==> config.mk <==
export PLATFORM = sky130hd
export DESIGN_NAME = ps2_host_tx
export DESIGN_NICKNAME = d
export VERILOG_FILES = /design/src/rtl/ps2_host_tx.sv
export SDC_FILE = /design/constraint.sdc
export NUM_CORES = 1
export LEC_CHECK = 0
export ABC_AREA = 1
export BUFFER_PORTS_ARGS = -buffer_cell sky130_fd_sc_hd__buf_2
export CAP_MARGIN = 20
export CELL_PAD_IN_SITES_DETAIL_PLACEMENT = 0
export CELL_PAD_IN_SITES_GLOBAL_PLACEMENT = 1
export CORE_MARGIN = 2
export CORE_UTILIZATION = 41
export DETAILED_ROUTE_END_ITERATION = 8
export PLACE_DENSITY_LB_ADDON = 0.1
export SLEW_MARGIN = 10
export SYNTH_ARGS = -nofsm -noshare
export SYNTH_HDL_FRONTEND = slang
export SYNTH_SLANG_ARGS = --single-unit
==> constraint.sdc <==
create_clock -name clk -period 1.6 [get_ports clk]
set_clock_uncertainty 0.05 [all_clocks]
set_input_delay 0.08 -clock clk [delete_from_list [all_inputs] [get_ports clk]]
set_output_delay 0.08 -clock clk [all_outputs]
set_load 0.03 [all_outputs]
==> src/rtl/ps2_host_tx.sv <==
// PS/2 host-to-device transmitter: inhibits the bus, issues a request-to-send,
// shifts one command byte out on device clock edges and checks the device ACK.
module ps2_host_tx #(
  parameter int INHIBIT_CYCLES = 5000,
  parameter int TIMEOUT_CYCLES = 750000
) (
  input  logic       clk,
  input  logic       rstn,
  input  logic [7:0] tx_data,
  input  logic       tx_valid,
  output logic       tx_ready,
  output logic       done,
  output logic       err,
  input  logic       ps2_clk_in,
  input  logic       ps2_data_in,
  output logic       ps2_clk_oe,
  output logic       ps2_data_oe
);

  localparam int INH_W = $clog2(INHIBIT_CYCLES + 1);
  localparam int TO_W  = $clog2(TIMEOUT_CYCLES + 1);

  typedef enum logic [2:0] {
    S_IDLE,
    S_INHIBIT,
    S_REQ,
    S_SEND,
    S_ACK,
    S_WAIT_IDLE
  } state_t;

  state_t           r_state, w_state_nxt;
  logic [7:0]       r_data, w_data_nxt;
  logic [INH_W-1:0] r_inh_cnt, w_inh_nxt;
  logic [TO_W-1:0]  r_to_cnt, w_to_nxt;
  logic [3:0]       r_edge_cnt, w_edge_nxt;
  logic             r_drive, w_drive_nxt;

  logic r_clk_meta, r_clk_sync, r_clk_prev;
  logic r_dat_meta, r_dat_sync;

  logic       w_fall;
  logic       w_timeout;
  logic [3:0] w_edge_inc;
  logic [2:0] w_bit_idx;

  // Idle level of an open-drain line is high, so the synchronizers reset to 1
  // and no false falling edge is seen right after reset.
  // NOTE: async-reset flops use non-blocking assignments only; blocking ones
  // here would create ordering races between the flops of the same edge.
  always_ff @(posedge clk or negedge rstn) begin
    if (!rstn) begin
      r_clk_meta <= 1'b1;
      r_clk_sync <= 1'b1;
      r_clk_prev <= 1'b1;
      r_dat_meta <= 1'b1;
      r_dat_sync <= 1'b1;
    end else begin
      r_clk_meta <= ps2_clk_in;
      r_clk_sync <= r_clk_meta;
      r_clk_prev <= r_clk_sync;
      r_dat_meta <= ps2_data_in;
      r_dat_sync <= r_dat_meta;
    end
  end

  assign w_fall     = r_clk_prev & ~r_clk_sync;
  assign w_edge_inc = r_edge_cnt + 4'd1;
  assign w_bit_idx  = w_edge_inc[2:0] - 3'd1;
  assign w_timeout  = (r_state inside {S_REQ, S_SEND, S_ACK, S_WAIT_IDLE}) &&
                      (r_to_cnt == TO_W'(TIMEOUT_CYCLES));

  always_ff @(posedge clk or negedge rstn) begin
    if (!rstn) begin
      r_state    <= S_IDLE;
      r_data     <= '0;
      r_inh_cnt  <= '0;
      r_to_cnt   <= '0;
      r_edge_cnt <= '0;
      r_drive    <= 1'b0;
    end else begin
      r_state    <= w_state_nxt;
      r_data     <= w_data_nxt;
      r_inh_cnt  <= w_inh_nxt;
      r_to_cnt   <= w_to_nxt;
      r_edge_cnt <= w_edge_nxt;
      r_drive    <= w_drive_nxt;
    end
  end

  // Outputs are decoded from registered state, so the oe lines drop the
  // instant the state register is reset.
  // NOTE: every signal gets a default before the case; a path that leaves one
  // unassigned would infer a latch.
  always_comb begin
    w_state_nxt = r_state;
    w_data_nxt  = r_data;
    w_inh_nxt   = r_inh_cnt;
    w_to_nxt    = r_to_cnt;
    w_edge_nxt  = r_edge_cnt;
    w_drive_nxt = r_drive;
    tx_ready    = 1'b0;
    done        = 1'b0;
    err         = 1'b0;
    ps2_clk_oe  = 1'b0;
    ps2_data_oe = 1'b0;

    case (r_state)
      S_IDLE: begin
        tx_ready = 1'b1;
        if (tx_valid) begin
          w_data_nxt  = tx_data;
          w_inh_nxt   = '0;
          w_state_nxt = S_INHIBIT;
        end
      end

      S_INHIBIT: begin
        ps2_clk_oe = 1'b1;
        if (r_inh_cnt == INH_W'(INHIBIT_CYCLES - 1)) begin
          // Start bit overlaps the last inhibit cycle.
          ps2_data_oe = 1'b1;
          w_to_nxt    = '0;
          w_edge_nxt  = '0;
          w_drive_nxt = 1'b1;
          w_state_nxt = S_REQ;
        end else begin
          w_inh_nxt = r_inh_cnt + INH_W'(1);
        end
      end

      S_REQ, S_SEND, S_ACK, S_WAIT_IDLE: begin
        if (w_timeout) begin
          err         = 1'b1;
          w_state_nxt = S_IDLE;
        end else begin
          w_to_nxt = r_to_cnt + TO_W'(1);
          case (r_state)
            S_REQ: begin
              ps2_data_oe = 1'b1;
              if (w_fall) begin
                w_edge_nxt  = 4'd1;
                w_drive_nxt = ~r_data[0];
                w_state_nxt = S_SEND;
              end
            end
            S_SEND: begin
              ps2_data_oe = r_drive;
              if (w_fall) begin
                w_edge_nxt = w_edge_inc;
                if (w_edge_inc <= 4'd8) begin
                  w_drive_nxt = ~r_data[w_bit_idx];
                end else if (w_edge_inc == 4'd9) begin
                  // Odd parity bit is ~^data; driving low means oe = ^data.
                  w_drive_nxt = ^r_data;
                end else begin
                  w_drive_nxt = 1'b0;
                  w_state_nxt = S_ACK;
                end
              end
            end
            S_ACK: begin
              ps2_data_oe = r_drive;
              if (w_fall) begin
                if (!r_dat_sync) begin
                  w_state_nxt = S_WAIT_IDLE;
                end else begin
                  err         = 1'b1;
                  w_state_nxt = S_IDLE;
                end
              end
            end
            default: begin
              ps2_data_oe = r_drive;
              if (r_clk_sync && r_dat_sync) begin
                done        = 1'b1;
                w_state_nxt = S_IDLE;
              end
            end
          endcase
        end
      end

      default: w_state_nxt = S_IDLE;
    endcase
  end

endmodule

==> results_dict.tcl, run 1 <==
set metrics [dict create \
    synth_compound_area_share_pct 9.47 \
    synth-xor-area-share_pct 3.61 \
    powerDensity_nw_per_um2 1490 \
    routed_wl_mm 9.96 \
    clk_pin_slew_ns 0.10 \
    leakage_nw 2.35 \
    hp-class "primary input to register" \
    required_ns 1.47 \
    setup_viol 24 \
    slew_violations 0 \
    mappedNetlistArea_um2 3400 \
    synth_top_family_by_area "simple AND/OR/NAND/NOR gates" \
    grt_overflow 0 \
    drt_pass1_iterations 6 \
    grt_max_degree 41 \
    core_area_um2 8130 \
    fillers 735 \
    timing.final.crit_share_pct 115 \
    status "finished with violations" \
    worst_path_largest_cell_delay_ns 0.45 \
    die_h_um 95.0 \
    place_area_um2 4310 \
    startpoint "r_state[0]" \
    diodes 0 \
    rsz0062_at_grt "true" \
    nets 631 \
    pin_count 18 \
    drive_gt1_share_pct 35.4 \
    hold_violations 0 \
    cts.sinks 54 \
    crit_slowest_cell "dfrtp_2" \
    layout_common_cells "nand2_1, buf_4, inv_1" \
    maxCapViolations 0 \
    avgViaCountPerCell 4.96 \
    worst_pin_slew_ns 0.400 \
    grt_pass1_vias 3366 \
    wl_met3_um 352 \
    grt_usage_pct 23.1 \
    cp_common_cell "nand2_4" \
    arrival_ns 1.72 \
    timing.fmax_ghz 0.541 \
    critPathCaptureType "output pin" \
    postSynthAreaPerCell_um2 7.15 \
    synth-simple-area-share_pct 36.1 \
    maxUsedRoutingLayer "met4" \
    crit_fanout 5 \
    hpwl_mm 7.11 \
    reg2reg_from "r_to_cnt[0]" \
    r2r_cells 12 \
    layout_commonest_cell "nand2_1" \
    stdcell_count 718 \
    wl_per_cell_um 13.9 \
    r2r-end "r_drive" \
    cp-start-kind "register" \
    areaGrowthSynthToFinish_pct 46.7 \
    place_congestion 0.882 \
    cp-endpoint "done" \
    yosysUniqueCellTypes 33 \
    rows 33 \
    synthArstFlopShare_pct 100 \
    synthMuxAreaShare_pct 0 \
    yosys_warnings 0 \
    dp.cells 679 \
    pre_cts_ws_ns -0.140 \
    drt_iter0_drc 134 \
    path_cells "nor2_4 > nand2_4 > nand2_4 > nor2_4 > inv_2 > nand2_4 > buf_4 > nor3_4 > buf_6" \
    final_core_util_pct 61.3 \
    synthFlopType "dfrtp_1" \
    portBuffers 17 \
    initial_core_util_pct 41.8 \
    tritoncts "built" \
    die_area_um2 9030 \
    path_class "register to output pin" \
    synth_edf_count 0 \
    htree_levels 2 \
    clockBufferDepth 2 \
    grt_pass1_wl_mm 16.0 \
    syn_inst 475 \
    cts_buffers 5 \
    antenna_found_initial 0 \
    vias 3560 \
    violations "setup timing" \
    ys_seq_elements 54 \
    root_buffer "clkbuf_8" \
    irDropWorstVdd_v 0.00142 \
    final_cell_area_um2 4980 \
    drc_errors 0 \
    met1Wirelength_mm 4.45 \
    syn_nets 494 \
    met2WireLength_mm 4.98 \
    dieWidth_um 95.0 \
    hold_ws_ns 0.0435 \
    ff2ff_setup_slack_ns -0.18 \
    detail-route-antenna-nets 0 \
    min_period_ns 1.85 \
    clk_latency_ns 0.31 \
    layout_setup_ws_ns -0.248 \
    ys_seq_area_share_pct 40.0 \
    max_slew_margin_pct 73.4 \
    yosys.area_share.adder_pct 2.21 \
]
-- stage by stage --
stage	TNS [ns]	power (W)
CTS	-2.00	0.00678
detailed placement	-2.00	0.00563
finish	-2.07	0.00743
global route	-5.45	0.00807
global placement	-1.81	0.00560
floorplan	0	0.00418
-- timing repair --
action / CTS / global route
buffers inserted: 9 / 10
resized for setup: 34 / 64
hold buffers: 11 / 0
hold endpoints to repair: 24 / 0
gates cloned: 0 / 1
endpoints found under the setup margin: 35 / 53
pin swaps: 5 / 13
-- sequential cells by signal (all words and copies together) (netlist names) --
signal      flops
r_to_cnt       20
r_inh_cnt      13
r_drive         1
r_edge_cnt      4
r_dat_sync      1
r_clk_meta      1
r_clk_prev      1
r_data          8
r_dat_meta      1
r_state         3
r_clk_sync      1
-- per-layer routing --
| layer | vias to the layer above | track usage [%] |
|---|---|---|
| met1 | 1662 | 31.0 |
| met5 | - | 0 |
| met3 | 13 | 3.00 |
| met4 | 0 | 7.25 |
| met2 | 72 | 38.8 |
| li1 | 1813 | - |
-- how the worst min path moves through the flow --
stage / startpoint / end / cells past startpoint
after global placement: rstn / r_to_cnt[7] / 1
final: tx_valid / r_inh_cnt[5] / 4
after CTS: tx_valid / r_inh_cnt[5] / 4
after floorplan: rstn / r_data[0] / 0
after detailed placement: rstn / r_to_cnt[7] / 1
after global routing: tx_valid / r_inh_cnt[5] / 4
-- cells by family after synthesis --
| family | Yosys count |
|---|---|
| compound gates | 56 |
| xor+xnor | 14 |
| buf+inv | 72 |
| flops | 54 |
| fa+ha+maj | 6 |
| simple gates | 273 |
-- where the power goes --
group / switching (W) / internal (W) / leakage, nW
registers: 0.000226 / 0.00166 / 0.698
clock network: 0.000455 / 0.000313 / 0.0395
logic: 0.00274 / 0.00204 / 1.62
-- area by class of cell --
type | count | area (um^2) | share of cell area (%)
repair buffers | 134 | 1110 | 22.3
repair inverters | 1 | 6.26 | 0.126
multi-input cells | 349 | 2040 | 40.9
flip-flops and latches | 54 | 1360 | 27.3
clock buffers | 8 | 80.1 | 1.61
inverters | 67 | 256 | 5.15
well taps | 105 | 131 | 2.64
-- critical path, delay by kind of cell (launching register included) --
kind / cells / cell delay (ns)
buffers and inverters: 3 / 0.39
DFF: 1 / 0.45
and+or+nand+nor: 6 / 0.58
-- synth_stat cells (2+ instances only) --
cell type,instances,share of area [%]
nor3_1,19,2.8
xor2_1,13,3.4
ha_1,6,2.2
nand2_4,2,0.66
buf_4,2,0.44
a21oi_2,2,0.52
nor2_1,42,4.6
inv_2,7,0.77
buf_6,2,0.66
o21ai_0,24,3.5
dfrtp_1,49,36
nand2_1,141,16
nor2_4,2,0.66
nand3b_1,2,0.44
nor2_2,6,1.1
nand4_1,11,2.0
o21ai_1,9,1.3
a21oi_1,6,0.88
o22ai_1,10,1.8
inv_1,60,6.6
dfstp_2,5,3.9
nand3_1,42,6.2
o31ai_1,3,0.66
Power figures use the tool's default switching activity.
==> run 2, diff against run 1 <==
--- a/config.mk
+++ b/config.mk
@@ -11,7 +11,7 @@
 export CELL_PAD_IN_SITES_DETAIL_PLACEMENT = 0
 export CELL_PAD_IN_SITES_GLOBAL_PLACEMENT = 1
 export CORE_MARGIN = 2
-export CORE_UTILIZATION = 41
+export CORE_UTILIZATION = 45
 export DETAILED_ROUTE_END_ITERATION = 8
 export PLACE_DENSITY_LB_ADDON = 0.1
 export SLEW_MARGIN = 10
==> constraint.sdc (replaced) <==
create_clock -name clk -period 1.7 [get_ports clk]
set_clock_uncertainty 0.05 [all_clocks]
set_input_delay 0.085 -clock clk [delete_from_list [all_inputs] [get_ports clk]]
set_output_delay 0.085 -clock clk [all_outputs]
set_load 0.03 [all_outputs]
==> run 2 against run 1 <==
Net effect:
- final cell count shrank 4.7%
- via count shrank 3.4%
- the flow still finishes with violations (setup timing)
- sequential cell count is the same
- wire length shrank 6.7%
- non-clock buffer count shrank 28
- cell area shrank 6.9%
- combinational power shrank 11%
- count of clock-buffer cells in the layout shrank 1
- worst hold slack lost 0.039 ns
- largest power group unchanged
==> results_dict.tcl, run 2 (same netlist as run 1, synthesis figures left out) <==
set metrics [dict create \
    wl_per_cell_um 13.6 \
    antenna_found_initial 0 \
    maxCapViolations 0 \
    r2r_cells 12 \
    leakage_nw 2.16 \
    status "finished with violations" \
    areaGrowthSynthToFinish_pct 36.5 \
    min_period_ns 1.86 \
    powerDensity_nw_per_um2 1460 \
    rows 31 \
    hp-class "primary input to register" \
    pin_count 18 \
    timing.final.crit_share_pct 109 \
    crit_fanout 8 \
    seqPwrFrac_pct 26.5 \
    cts.sinks 54 \
    grt_overflow 0 \
    detail-route-antenna-nets 0 \
    setup_viol 9 \
    clk_pin_slew_ns 0.10 \
    required_ns 1.56 \
    slew_violations 0 \
    drt_iter0_drc 145 \
    grt_max_degree 55 \
    drive_gt1_share_pct 31.1 \
    hold_violations 0 \
    cp-start-kind "register" \
    place_congestion 0.858 \
    htree_levels 2 \
    grt_pass1_wl_mm 15.4 \
    die_area_um2 8260 \
    path_class "register to output pin" \
    layout_common_cells "nand2_1, buf_4, inv_1" \
    portBuffers 17 \
    clockBufferDepth 2 \
    power_switching_w 0.00315 \
    hpwl_mm 6.56 \
    combinationalPowerShare_pct 62.7 \
    critPathCaptureType "output pin" \
    clk_latency_ns 0.32 \
    arrival_ns 1.72 \
    core_area_um2 7290 \
    largest_registers "r_to_cnt: 20 flops, r_inh_cnt: 13 flops, r_data: 8 flops" \
    setup_tns_ns -0.547 \
    drt_pass1_iterations 4 \
    irDropWorstVdd_v 0.00103 \
    top_register "r_to_cnt" \
    final_core_util_pct 63.6 \
    switching_share_pct 46.6 \
    root_buffer "clkbuf_8" \
    tritoncts "built" \
    timing.fmax_ghz 0.538 \
    diodes 0 \
    nets 603 \
    dieWidth_um 90.9 \
    p_clk_share_pct 10.8 \
    routed_wl_mm 9.29 \
    drc_errors 0 \
    grt_usage_pct 22.8 \
    grt_pass1_vias 3285 \
    initial_core_util_pct 46.6 \
    hold_path_depth 4 \
    rsz0062_at_grt "true" \
    max_slew_margin_pct 74.5 \
    largest_reg_flops 20 \
    layout_commonest_cell "nand2_1" \
    worst_pin_slew_ns 0.381 \
    vias 3440 \
    cts_buffers 5 \
    avgViaCountPerCell 5.03 \
    die_h_um 90.9 \
    layout_setup_ws_ns -0.158 \
    p_int_w 0.00361 \
    violations "setup timing" \
]
## run 2: changes by cell type in the layout (fill, tap and decap cells not counted), moves of 5 or more
cell and delta:
nand2_1 -5, o21ai_2 -5, nand2_2 +6, buf_4 -23
## run 2: power groups by stage
stage | clock, W | combinational [W] | sequential [W]
after floorplan | 0 | 0.00211 | 0.00177
after global placement | 0 | 0.00313 | 0.00177
after detailed placement | 0 | 0.00316 | 0.00178
after CTS | 0.000746 | 0.00356 | 0.00177
after global routing | 0.000798 | 0.00468 | 0.00183
final | 0.000733 | 0.00424 | 0.00179
## run 2: through the flow
step	setup WS (ns)	hold slack (ns)	std cells	cell area, um^2	total power [W]
CTS	-0.139	0.0174	669	4360	0.00607
floorplan	0.0168	-0.261	475	3400	0.00388
finish	-0.158	0.00486	684	4640	0.00676
global route	-0.239	0.00163	684	4640	0.00731
global placement	-0.00731	0.0574	638	3970	0.00490
detailed placement	-0.0391	0.0559	638	3970	0.00495
## run 2: final cells by class
type	count	area, um^2
tap	99	124
sequential	54	1360
multi-input combinational	349	1950
inverter	67	262
timing repair buffer	106	856
fill	677	2650
clock inverter	1	7.51
clock buffer	7	76.3
timing repair inverter	1	6.26
## run 2: routing by layer
metal	track usage (%)	up-vias	share of wire, %
met4	5.05	0	1.5
li1	-	1752	-
met2	37.9	52	48
met3	3.09	14	3.1
met5	0	-	0
met1	31.8	1622	47
## run 2: final timing paths
check                            from      endpoint  slack, ns
min in group asynchronous        rstn  r_to_cnt[17]       0.26
setup reg to reg           r_state[1]   r_to_cnt[8]      -0.04
max in group asynchronous        rstn    r_clk_prev       1.04
hold reg to reg            r_clk_meta    r_clk_sync       0.31
setup / recovery           r_state[1]           err      -0.16
hold / removal               tx_valid  r_inh_cnt[5]      0.005
## run 2: what timing repair did
action                                  CTS  global route
hold buffers                             11             0
cloned                                    0             2
buffers inserted                         12            14
pin swaps                                 7            21
resized for setup                        32            63
hold endpoints to repair                 64             0
endpoints found under the setup margin   23            43
## run 2: critical path, cell delays in order, from the launching register on
cell     delay [ns]
dfrtp_2        0.46
inv_2          0.08
nor2_4         0.14
inv_4          0.06
nand2_4        0.07
nor2_4         0.04
buf_4          0.17
o22ai_1        0.19
buf_4          0.20
